--- src/rtl/drive_cmd_rx_if.sv ---
// drive_cmd_rx_if: remote-link bundle; rxd into the receiver, decoded drive/steer codes and status pulses out
interface drive_cmd_rx_if;
  logic       rxd;
  logic [1:0] drive;
  logic [1:0] steer;
  logic       cmd_valid;
  logic       frame_err;
  logic       link_ok;
  modport master (input rxd, output drive, steer, cmd_valid, frame_err, link_ok);
  modport slave (output rxd, input drive, steer, cmd_valid, frame_err, link_ok);
endinterface

--- src/rtl/drive_cmd_rx.sv ---
// drive_cmd_rx: 8N1 UART command receiver with link watchdog; ports clk, rst (sync high), bus.master (rxd in; drive, steer, cmd_valid, frame_err, link_ok out)
module drive_cmd_rx #(
  parameter int CLK_HZ     = 100_000_000,
  parameter int BAUD       = 9600,
  parameter int TIMEOUT_MS = 500
) (
  input  logic          clk,
  input  logic          rst,
  drive_cmd_rx_if.master bus
);
  localparam int DIV    = CLK_HZ / BAUD;
  localparam int TO_CYC = (CLK_HZ / 1000) * TIMEOUT_MS;
  localparam int BW     = $clog2(DIV);
  localparam int WW     = $clog2(TO_CYC);
  typedef enum logic [2:0] {IDLE, START, DATA, STOP, WAIT_IDLE} state_t;
  state_t st, st_n;
  logic [1:0] sync;
  logic rxd_s, rxd_p;
  logic [BW-1:0] cnt, cnt_n;
  logic [2:0] bcnt, bcnt_n;
  logic [7:0] sh, sh_n, ch;
  logic [WW-1:0] wd;
  logic done, ferr, is_f, is_b, is_s, is_l, is_r, is_c, hit, timeout;
  assign rxd_s = sync[1];
  always_comb begin
    st_n   = st;
    cnt_n  = cnt + 1'b1;
    bcnt_n = bcnt;
    sh_n   = sh;
    done   = 1'b0;
    ferr   = 1'b0;
    unique case (st)
      IDLE: begin
        cnt_n = '0;
        if (rxd_p && !rxd_s) begin
          st_n   = START;
          bcnt_n = '0;
        end
      end
      START: if (cnt == BW'(DIV / 2 - 1)) begin
        cnt_n = '0;
        st_n  = rxd_s ? IDLE : DATA;
      end
      DATA: if (cnt == BW'(DIV - 1)) begin
        cnt_n  = '0;
        sh_n   = {rxd_s, sh[7:1]};
        bcnt_n = bcnt + 3'd1;
        st_n   = (bcnt == 3'd7) ? STOP : DATA;
      end
      STOP: if (cnt == BW'(DIV - 1)) begin
        cnt_n = '0;
        done  = rxd_s;
        ferr  = !rxd_s;
        st_n  = rxd_s ? IDLE : WAIT_IDLE;
      end
      WAIT_IDLE: begin
        cnt_n = '0;
        st_n  = rxd_s ? IDLE : WAIT_IDLE;
      end
      default: st_n = IDLE;
    endcase
  end
  assign ch      = sh & 8'hDF;
  assign is_f    = ch == 8'h46;
  assign is_b    = ch == 8'h42;
  assign is_s    = ch == 8'h53;
  assign is_l    = ch == 8'h4C;
  assign is_r    = ch == 8'h52;
  assign is_c    = ch == 8'h43;
  assign hit     = done && (is_f || is_b || is_s || is_l || is_r || is_c);
  assign timeout = bus.link_ok && (wd == WW'(TO_CYC - 1));
  always_ff @(posedge clk) begin
    if (rst) begin
      sync          <= 2'b11;
      rxd_p         <= 1'b1;
      st            <= IDLE;
      cnt           <= '0;
      bcnt          <= '0;
      sh            <= '0;
      wd            <= '0;
      bus.drive     <= 2'b00;
      bus.steer     <= 2'b00;
      bus.cmd_valid <= 1'b0;
      bus.frame_err <= 1'b0;
      bus.link_ok   <= 1'b0;
    end else begin
      sync          <= {sync[0], bus.rxd};
      rxd_p         <= rxd_s;
      st            <= st_n;
      cnt           <= cnt_n;
      bcnt          <= bcnt_n;
      sh            <= sh_n;
      bus.cmd_valid <= hit;
      bus.frame_err <= ferr;
      // a command landing on the timeout cycle takes priority over the watchdog
      if (hit) begin
        bus.drive   <= is_f ? 2'b10 : is_b ? 2'b01 : is_s ? 2'b00 : bus.drive;
        bus.steer   <= is_l ? 2'b10 : is_r ? 2'b01 : (is_s || is_c) ? 2'b00 : bus.steer;
        bus.link_ok <= 1'b1;
        wd          <= '0;
      end else if (timeout) begin
        bus.drive   <= 2'b00;
        bus.steer   <= 2'b00;
        bus.link_ok <= 1'b0;
        wd          <= '0;
      end else if (bus.link_ok) begin
        wd <= wd + 1'b1;
      end
    end
  end
endmodule

--- src/flat_wrapper.sv ---
// flat-port wrapper written by rule: the top's interface ports become plain ports
module drive_cmd_rx_flat 
#(
  parameter int CLK_HZ     = 100_000_000,
  parameter int BAUD       = 9600,
  parameter int TIMEOUT_MS = 500
)
  (clk, rst, bus_rxd, bus_drive, bus_steer, bus_cmd_valid, bus_frame_err, bus_link_ok);
  drive_cmd_rx_if bus_i ();
  input  logic clk;
  input  logic rst;
  input wire logic [$bits(bus_i.rxd)-1:0] bus_rxd;
  output wire logic [$bits(bus_i.drive)-1:0] bus_drive;
  output wire logic [$bits(bus_i.steer)-1:0] bus_steer;
  output wire logic [$bits(bus_i.cmd_valid)-1:0] bus_cmd_valid;
  output wire logic [$bits(bus_i.frame_err)-1:0] bus_frame_err;
  output wire logic [$bits(bus_i.link_ok)-1:0] bus_link_ok;
  assign bus_i.rxd = bus_rxd;
  assign bus_drive = bus_i.drive;
  assign bus_steer = bus_i.steer;
  assign bus_cmd_valid = bus_i.cmd_valid;
  assign bus_frame_err = bus_i.frame_err;
  assign bus_link_ok = bus_i.link_ok;
  drive_cmd_rx #(.CLK_HZ(CLK_HZ), .BAUD(BAUD), .TIMEOUT_MS(TIMEOUT_MS)) u_core (.clk(clk), .rst(rst), .bus(bus_i));
endmodule
--- config.mk ---
export PLATFORM = sky130hd
export DESIGN_NAME = drive_cmd_rx_flat
export DESIGN_NICKNAME = d
export VERILOG_FILES = /design/src/rtl/drive_cmd_rx_if.sv /design/src/rtl/drive_cmd_rx.sv /design/src/flat_wrapper.sv
export SDC_FILE = /design/constraint.sdc
export NUM_CORES = 1
export LEC_CHECK = 0
export CELL_PAD_IN_SITES_DETAIL_PLACEMENT = 1
export CELL_PAD_IN_SITES_GLOBAL_PLACEMENT = 2
export CORE_MARGIN = 3
export CORE_UTILIZATION = 40
export DETAILED_ROUTE_END_ITERATION = 10
export PLACE_DENSITY_LB_ADDON = 0.1
export SKIP_CTS_REPAIR_TIMING = 1
export SLEW_MARGIN = 20
export SYNTH_ARGS = -nofsm -noshare
export SYNTH_HDL_FRONTEND = slang
export SYNTH_SLANG_ARGS = --single-unit
export TNS_END_PERCENT = 1
--- constraint.sdc ---
create_clock -name clk -period 6.8 [get_ports clk]
set_clock_uncertainty 0.15 [all_clocks]
set_input_delay 0.68 -clock clk [delete_from_list [all_inputs] [get_ports clk]]
set_output_delay 0.68 -clock clk [all_outputs]
set_load 0.02 [all_outputs]
# --- After elaboration in Yosys (flattened, before gate mapping) ---
# Cells that the tools add are included.
op_classes:
  add_sub_neg: 3
  n_mul: 0
  n_div: 0
  order_cmp: 0
  eq_ne: 20
  n_shift: 0
  mux: 27
  bitwise_logic: 2
  n_reduce_logical: 22
ops:
  columns: ["cell", "count"]
  rows:
  - ["7-bit by 6-bit == test with 1-bit output, second input constant", 6]
  - ["14-bit case mux with 3 select lines", 1]
  - ["14-bit two-way mux", 2]
  - ["26-bit by 1-bit adder with 26-bit output, second input constant", 1]
  - ["26-bit == test, second input constant", 1]
  - ["3-bit two-way mux", 7]
  - ["2-bit two-way mux", 10]
  - ["3-bit case mux with 5 select lines", 1]
  - ["14-bit by 1-bit adder with 14-bit output, second input constant", 1]
  - ["14-bit by 13-bit == test with 1-bit output, second input constant", 1]
  - ["14-bit == test, second input constant", 1]
  - ["2-bit by 1-bit != test with 1-bit output, second input constant", 4]
  - ["3-bit by 2-bit == test with 1-bit output, second input constant", 2]
  - ["3-bit == test, second input constant", 2]
  - ["1-bit logical OR", 6]
  - ["3-bit case mux with 2 select lines", 1]
  - ["2-bit AND reduction", 3]
  - ["3-bit OR reduction", 2]
  - ["1-bit two-way mux", 5]
  - ["4-bit by 1-bit != test with 1-bit output, second input constant", 1]
  - ["4-bit by 2-bit != test with 1-bit output, second input constant", 1]
  - ["4-bit AND reduction", 1]
  - ["2-bit nonzero test", 2]
  - ["2-bit OR reduction", 2]
  - ["other kinds (7)", 10]
totals:
  ff_bits: 64
  latchBits: 0
  ram_bits: 0
  romBits: 0
  in_bits: 3
  output_inout_bits: 7
  mem_count: 0

# --- Longest topological paths before layout ---
# Gate-level depths: netlist (run 1).
logic_depth:
  word_depth: 9
  mapped_depth: 9
  ltp_nobuf: 6

# --- Worst setup path after synthesis (run 1) ---
# Ideal clock, no wire load.
synth_path:
  path_kind: "register to register"
  from: "register u_core.cnt[10]"
  to: "register u_core.wd[0]"
  t_arrival_ns: 2.096
  setup_slack_ns: 4.440
  path_stages_with_launch: 9
  path_buffers: 3
  path_cell_list: "dfxtp_1 or4_4 or4_1 buf_2 nor3_4 or3_1 buf_6 buf_6 nor2_1"
synth_between:
  elab_chain_len: 5
synth_rtl:
  columns: ["item", "line", "rtl"]
  rows:
  - ["start, declared", "drive_cmd_rx.sv:19", "logic [BW-1:0] cnt, cnt_n;"]
  - ["start signal, assigned", "drive_cmd_rx.sv:90", "cnt <= cnt_n;"]
  - ["14-bit == test", "drive_cmd_rx.sv:50", "STOP: if (cnt == BW'(DIV - 1)) begin"]
  - ["1-bit two-way mux", "drive_cmd_rx.sv:50", null]
  - ["1-bit two-way mux", "drive_cmd_rx.sv:32", "unique case (st)"]
  - ["1-bit logical AND", "drive_cmd_rx.sv:70", "assign hit = done && (is_f || is_b || is_s || is_l || is_r || is_c);"]
  - ["3-bit OR reduction (no source line)", null, null]
  - ["end signal, assigned", "drive_cmd_rx.sv:107", "wd <= wd + 1'b1;"]
  - ["end, declared", "drive_cmd_rx.sv:22", "logic [WW-1:0] wd;"]
# Every way passes these cells.
# A chain may end at the register's enable or synchronous reset.

# --- Worst setup path after layout (run 1) ---
layout_path:
  from: "register u_core.cnt[0]"
  to: "register u_core.wd[18]"
# The elaborated chain is that of the path after synthesis.

==> results of run 1 <==
## cells by family (layout without fill, tap and decap cells)
| logic type | Yosys count | count (layout) |
|---|---|---|
| AOI/OAI and AO/OA | 30 | 30 |
| xor gates and xnor gates | 37 | 37 |
| adders and majority gates | 4 | 4 |
| buffers and inverters | 24 | 37 |
| DFF | 64 | 64 |
| muxes | 10 | 10 |
| and+or+nand+nor | 170 | 170 |
## cell usage in the layout, fill, tap and decap left out, types with 3 or more instances in the layout
master,Yosys,layout
sky130_fd_sc_hd__nor2_1,66,66
sky130_fd_sc_hd__dfxtp_1,64,64
sky130_fd_sc_hd__nand2_1,21,21
sky130_fd_sc_hd__xnor2_1,19,19
sky130_fd_sc_hd__xor2_1,18,18
sky130_fd_sc_hd__nand3_1,14,14
sky130_fd_sc_hd__inv_1,12,12
sky130_fd_sc_hd__nand4_1,12,12
sky130_fd_sc_hd__clkbuf_8,0,11
sky130_fd_sc_hd__o21ai_0,10,10
sky130_fd_sc_hd__mux2i_1,10,10
sky130_fd_sc_hd__clkdlybuf4s50_1,0,9
sky130_fd_sc_hd__a21oi_1,8,8
sky130_fd_sc_hd__nor3_1,6,6
sky130_fd_sc_hd__or2_2,6,6
sky130_fd_sc_hd__nor4_1,6,5
sky130_fd_sc_hd__and3_1,5,5
sky130_fd_sc_hd__nor3b_1,4,4
sky130_fd_sc_hd__nand2b_1,4,4
sky130_fd_sc_hd__or3_1,4,4
sky130_fd_sc_hd__ha_1,4,4
sky130_fd_sc_hd__or4_1,3,3
sky130_fd_sc_hd__and4b_1,3,3
## per-layer routing
| layer | vias up | GRT usage (%) | share of wire [%] |
|---|---|---|---|
| met4 | 0 | 6.31 | 1.2 |
| met1 | 1084 | 21.6 | 51 |
| met5 | - | 0 | 0 |
| met2 | 21 | 24.7 | 45 |
| li1 | 1180 | - | - |
| met3 | 6 | 5.41 | 3.4 |
## final cells by class
class                           instances  area (um2)
Fill cell                             848        3680
Multi-Input combinational cell        251        1570
Sequential cell                        64        1280
Clock buffer                           13         159
Tap cell                               96         120
Timing Repair Buffer                    9        90.1
Inverter                               12        45.0
Clock inverter                          3        40.0
## worst paths after layout
kind | to | slack [ns] | cells after the start
setup / recovery | u_core.wd[18] | 3.76 | 6
hold / removal | u_core.sync[1] | 0.27 | 1
setup reg to reg | u_core.wd[18] | 3.76 | 6
hold reg to reg | u_core.sync[1] | 0.27 | 1
## cell usage after synthesis (all sizes together), types with 7 or more instances
library cell / instances / area [um2]
nor2: 66 / 248
dfxtp: 64 / 1280
nand2: 21 / 78.8
xnor2: 19 / 166
xor2: 18 / 158
nand3: 14 / 70.1
inv: 12 / 45.0
nand4: 12 / 75.1
mux2i: 10 / 100
o21ai: 10 / 50.1
a21oi: 8 / 40.0
nor3: 8 / 56.3
nor4: 7 / 58.8
## through the flow
stage / area [um2] / setup slack [ns] / hold WS [ns] / total power, W / util [%]
2_1_floorplan: 2960 / 4.44 / 0.239 / 0.000404 / -
3_3_place_gp: 3100 / 3.73 / 0.244 / 0.000407 / 44.4
3_5_place_dp: 3100 / 3.69 / 0.258 / 0.000408 / 44.4
4_1_cts: 3300 / 3.72 / 0.273 / 0.000743 / 47.2
5_1_grt: 3300 / 3.51 / 0.289 / 0.000762 / 47.3
6_report: 3300 / 3.76 / 0.268 / 0.000729 / 47.3
## power breakdown
part / total [W] / internal [W] / switching (W)
Sequential: 0.000380 / 0.000377 / 0.00000317
Clock: 0.000330 / 0.000188 / 0.000141
Combinational: 0.0000191 / 0.00000644 / 0.0000126
Total: 0.000729 / 0.000572 / 0.000157
## flip-flops by register name (all words and copies together) (netlist names)
| name | flops |
|---|---|
| u_core.bus.steer | 2 |
| u_core.bus.frame_err | 1 |
| u_core.rxd_p | 1 |
| u_core.bus.drive | 2 |
| u_core.cnt | 14 |
| u_core.bcnt | 3 |
| u_core.sh | 8 |
| u_core.sync | 2 |
| u_core.bus.link_ok | 1 |
| u_core.st | 3 |
| u_core.bus.cmd_valid | 1 |
| u_core.wd | 26 |
==> results.txt, run 1 <==
- Number of antenna violations at the first check in global routing: 0
- First-pass GRT wire length: 11000 um
- Counting every instance in the synthesized netlist gives 339.
- Post-Layout Cell Count: 448
- Largest stage delay, worst path: 0.75 ns
* Adder and majority cell fraction of the synthesized area: 1.69%
- Dpl hpwl: 4390 um
- In this run the remaining antenna-violating nets after routing total 0.
- Floorplan die area: 0.00847 mm2
- Vertical extent of the die: 92.0 um
- Max-cap violations in this run came to 0.
* Clock Tree Buf Depth: 2
- Async SR Flop Fraction: 0%
* Critical path data required time: 6.84 ns
* Floorplan Core Area: 0.00698 mm2
- Buffers and inverters on the worst path: 0
* Critical setup path kind: flop to flop
* Number of library cell types mapped by synthesis: 46
- Routability-driven placement finished with a final weighted congestion of 0.760.
* XOR/XNOR share of the synthesized area: 10.9%
- The synthesized netlist devotes 30.3% of its cell area to simple gates.
- STA classifies the critical path endpoint as a flop.
- The floorplan has 30 rows.
- Clock H-tree levels: 3
* Flops & latches, synth: 64
- By area, the combinational part of the netlist is dominated by simple AND/OR/NAND/NOR gates.
* Area added between synthesis and finish: 11.5%
- For this run, the leading register cell type out of synthesis is sky130_fd_sc_hd__dfxtp_1.
- Initial detailed-routing violation count: 57
- Worst r2r src: u_core.cnt[0]
- After synthesis, the share of cell area in mux cells is 3.38%.
- IO Pins: 10
- Warning count from the yosys run: 0
- Clock tree from TritonCTS: done
- DR vias/cell: 5.11
- In this run the static leakage power is 1.08 nW.
- Including well taps, the total number of placed cells is 432.
- Global routing consumed, over all layers together, 16.4% of the routing resources.
- The run finished with clean final reports.
- Total wire length after detailed routing: 6290 um
* Number of flops mapped to enable cells by yosys: 0
- Setup total negative slack on the finished layout was measured at 0 ns.
* Cell-by-cell trace of the critical path: ha_1 -> nand4_1 -> or4_1 -> nor3_4 -> or3_1 -> nor2_1
- Clock transition at the registers of the reported paths: 0.07 ns
- In the final layout, the share of cells above drive strength 1 is 7.10%.
- Number of diodes: 0
- The worst setup path is launched from a flop.
- DRC violations left: 0
- In this run the worst path has a maximum fanout of 26.
- Number of buffers added by the clock tree synthesis step: 9
- Pin count of the biggest net entering global routing: 28
* Power per cell area: 221 mW/mm2
* Worst-case vdd ir drop: 0.0000922 V
- The number of global-route vias before repair came to 2301.
* Path category of the worst min-delay check: flop to flop
- CTS saw 64 sinks.
- Hold Path Origin: u_core.sync[0]
- Detailed routing inserted a total of 2291 vias.
* Setup-violating endpoint count in the final report: 0
- After detailed routing, the average wire length per cell comes to 14.0 um.
- The final layout contains 354 nets.
- Of the synthesized area, sequential elements account for 43.3%.
- Buffers placed on the I/O ports in this run total 9.
- Starting Density: 42.4%
* Number of nets in the synthesized netlist: 346
- Setup repair after global routing left no endpoint under its margin.
- Rel. slew slack: 36.4%
* Number of max-slew violations in the final report: 0
* Post-synthesis instance area: 0.00296 mm2
* Clk Latency, worst-skew pair: 0.34 ns
- Clock tree root driver cell: sky130_fd_sc_hd__clkbuf_8
- Overflow left after global routing: 0
- Data on the critical path arrives at its endpoint at 3.08 ns.
- Max Clk Rate: 329 MHz
* Final hold violation count: 0
* Least-Margin Pin Slew: 0.951 ns
- On the critical path, the stage with the largest delay is an instance of sky130_fd_sc_hd__or4_1.
* Mean Syn Cell Area: 8.74 um2
- The die is 92.0 um wide.
* Critical Path Source: u_core.cnt[0]
- Number of search-and-repair iterations in the first detailed-routing pass: 4
* Top cell family by delay on the critical path: simple AND/OR/NAND/NOR gates
- The synthesized netlist devotes 6.38% of its cell area to compound gates.
- Minimum clock period: 3.04 ns
- Final critical-path share of the clock period: 44.7%
(Power assumes the default switching activity.)
==> inputs of run 2 (changes only) <==
- CORE_UTILIZATION: 40 -> 38
- clock period: 6.8 -> 3 ns (I/O delays scaled with it)
==> results.txt, run 2 (synthesis results as in run 1) <==
- The total overflow left after global routing is 0.
* Critical setup path kind: flop to flop
- Average wire length per cell after detail routing: 13.6 um
* Number of global-route vias before repair: 2358
* DR vias/cell: 5.10
* Initial detailed-routing violation count: 89
- Clock Tree Buf Depth: 2
* Clock tree root driver cell: sky130_fd_sc_hd__clkbuf_8
- Of the total power, the share spent switching nets is 23.6%.
- Max-cap violations: 0
* First-pass GRT wire length: 11300 um
- For the pin with the worst max-slew slack, the measured transition is 0.667 ns.
- Summed over all nets, the switching power comes to 0.000367 W.
- Num Clock Sinks: 64
- TritonCTS built the clock tree.
* Share of power burned in registers: 55.3%
* Critical path data required time: 3.08 ns
- 10 I/O pins were placed.
* Outcome: finished, final reports clean
- The min-delay analysis places its worst path in the category flop to flop.
* Pin count of the biggest net entering global routing: 27
- Power share of the clock group: 41.8%
- The analysis attributes to cell leakage a power of 1.10 nW.
- Max Clk Rate: 385 MHz
- Floorplan die area: 0.00889 mm2
* Global routing usage summed across all routing layers: 16.3%
- Worst r2r src: u_core.cnt[10]
- Hold Path Origin: u_core.sync[0]
- Clk Latency, worst-skew pair: 0.34 ns
* Power per cell area: 467 mW/mm2
- The number of slew-limit violations in the final report was 0.
- Clock transition at the registers of the reported paths: 0.07 ns
- The area growth from synthesis to layout is 12.6%.
- The register with the most flip-flops in the layout has 26 of them.
* Setup-violating endpoint count in the final report: 0
- Final critical-path share of the clock period: 86.6%
* Final Total Pwr: 0.00156 W
- Top library cells by usage in the layout, fill and taps aside: sky130_fd_sc_hd__nor2_1, sky130_fd_sc_hd__dfxtp_1, sky130_fd_sc_hd__nand2_1
* Element type at the critical path start: flop
- Internal Pwr Total: 0.00119 W
* Input/output buffers: 9
- Setup repair after global routing left no endpoint under its margin.
* Arrival time reported for the critical path endpoint: 2.68 ns
* Share of layout cells above drive strength 1: 9.17%
- Number of search-and-repair iterations in the first detailed-routing pass: 4
- Measured on the finished design, the core utilization comes to 45.0%.
- Die width: 94.3 um
- In this run the remaining antenna-violating nets after routing total 0.
- Setup TNS Final: 0 ns
- The number of antenna violations at the first check in global routing came to 0.
* Number of diodes: 0
- More flip-flops sit in one register than any other, and that register is u_core.wd.
- Clock H-tree levels: 3
- In this run, the combinational gates consume 2.9% of the power.
- Largest registers ranked by flip-flop count: u_core.wd x26, u_core.cnt x14, u_core.sh x8
* Nature of the critical path endpoint: flop
- For the finished layout, the period the worst path requires is 2.60 ns.
- The layout has 899 filler cells.
- Critical path fanouts, max: 26
- DRC violations left: 0
- Row generation in the floorplan step produced 31 rows.
* Worst-case vdd ir drop: 0.000195 V
- In the final design database the tool counted 362 nets.
* Rel. slew slack: 55.1%
- TritonCTS created 9 clock buffers.
- Total wire length after detailed routing: 6230 um
- For this configuration, the core starts out at a cell density of 40.0%.
* Dpl hpwl: 4450 um
* Placer Congestion: 0.797
* Vertical extent of the die: 94.3 um
- Most common cell after layout, fill and taps aside: sky130_fd_sc_hd__nor2_1
- The critical path starts at u_core.cnt[10].
* Floorplan Core Area: 0.00741 mm2
- For this block, the via count after detailed routing is 2341.
- The hold violation total from the final report came to 0.
run 2: power groups by stage:
stage	registers (W)	clock network, W	logic [W]
2_1_floorplan	0.000875	0	0.0000400
5_1_grt	0.000861	0.000726	0.0000522
4_1_cts	0.000860	0.000680	0.0000463
3_3_place_gp	0.000880	0	0.0000463
3_5_place_dp	0.000880	0	0.0000461
6_report	0.000861	0.000650	0.0000456
run 2: area by class of cell:
| type | instances | area, um2 | area share (%) |
|---|---|---|---|
| multi-input combinational | 251 | 1560 | 46.8 |
| clock buffer | 11 | 141 | 4.24 |
| inverter | 12 | 45.0 | 1.35 |
| clock inverter | 5 | 32.5 | 0.975 |
| tap | 99 | 124 | 3.71 |
| timing repair buffer | 17 | 150 | 4.50 |
| sequential | 64 | 1280 | 38.4 |
run 2: through the flow:
step	setup WS [ns]	instance area, um2	instances	hold WS, ns
6_report	0.401	3340	459	0.258
5_1_grt	0.215	3340	459	0.267
3_3_place_gp	0.423	3160	443	0.245
3_5_place_dp	0.380	3160	443	0.247
2_1_floorplan	0.640	2960	339	0.239
4_1_cts	0.374	3340	459	0.256
run 2: final timing paths:
check	endpoint	depth (start not counted)	slack, ns
worst max-delay path	u_core.wd[14]	6	0.40
worst min register to register	u_core.sync[1]	1	0.26
worst min-delay path	u_core.sync[1]	1	0.26
worst max register to register	u_core.wd[14]	6	0.40
run 2: per-layer routing:
metal	up-vias	GRT usage [%]	routed length, um
met3	6	5.37	232
met5	-	0	0
met1	1114	22.0	3230
met2	28	24.5	2700
met4	0	5.05	70
li1	1193	-	-
run 2: worst max-delay path, cell delays in order (launching register included):
cell and delay (ns):
sky130_fd_sc_hd__dfxtp_1 0.35, sky130_fd_sc_hd__or4_4 0.56, sky130_fd_sc_hd__or4_1 0.64, sky130_fd_sc_hd__nor3_4 0.27
sky130_fd_sc_hd__or3_1 0.13, sky130_fd_sc_hd__buf_4 0.27, sky130_fd_sc_hd__nor2_1 0.09
==> inputs of run 3 (changes only) <==
- CTS_CLUSTER_SIZE: default -> 10
==> results of run 3 <==
Final layout, timing and power as in run 2 (identical DEF).
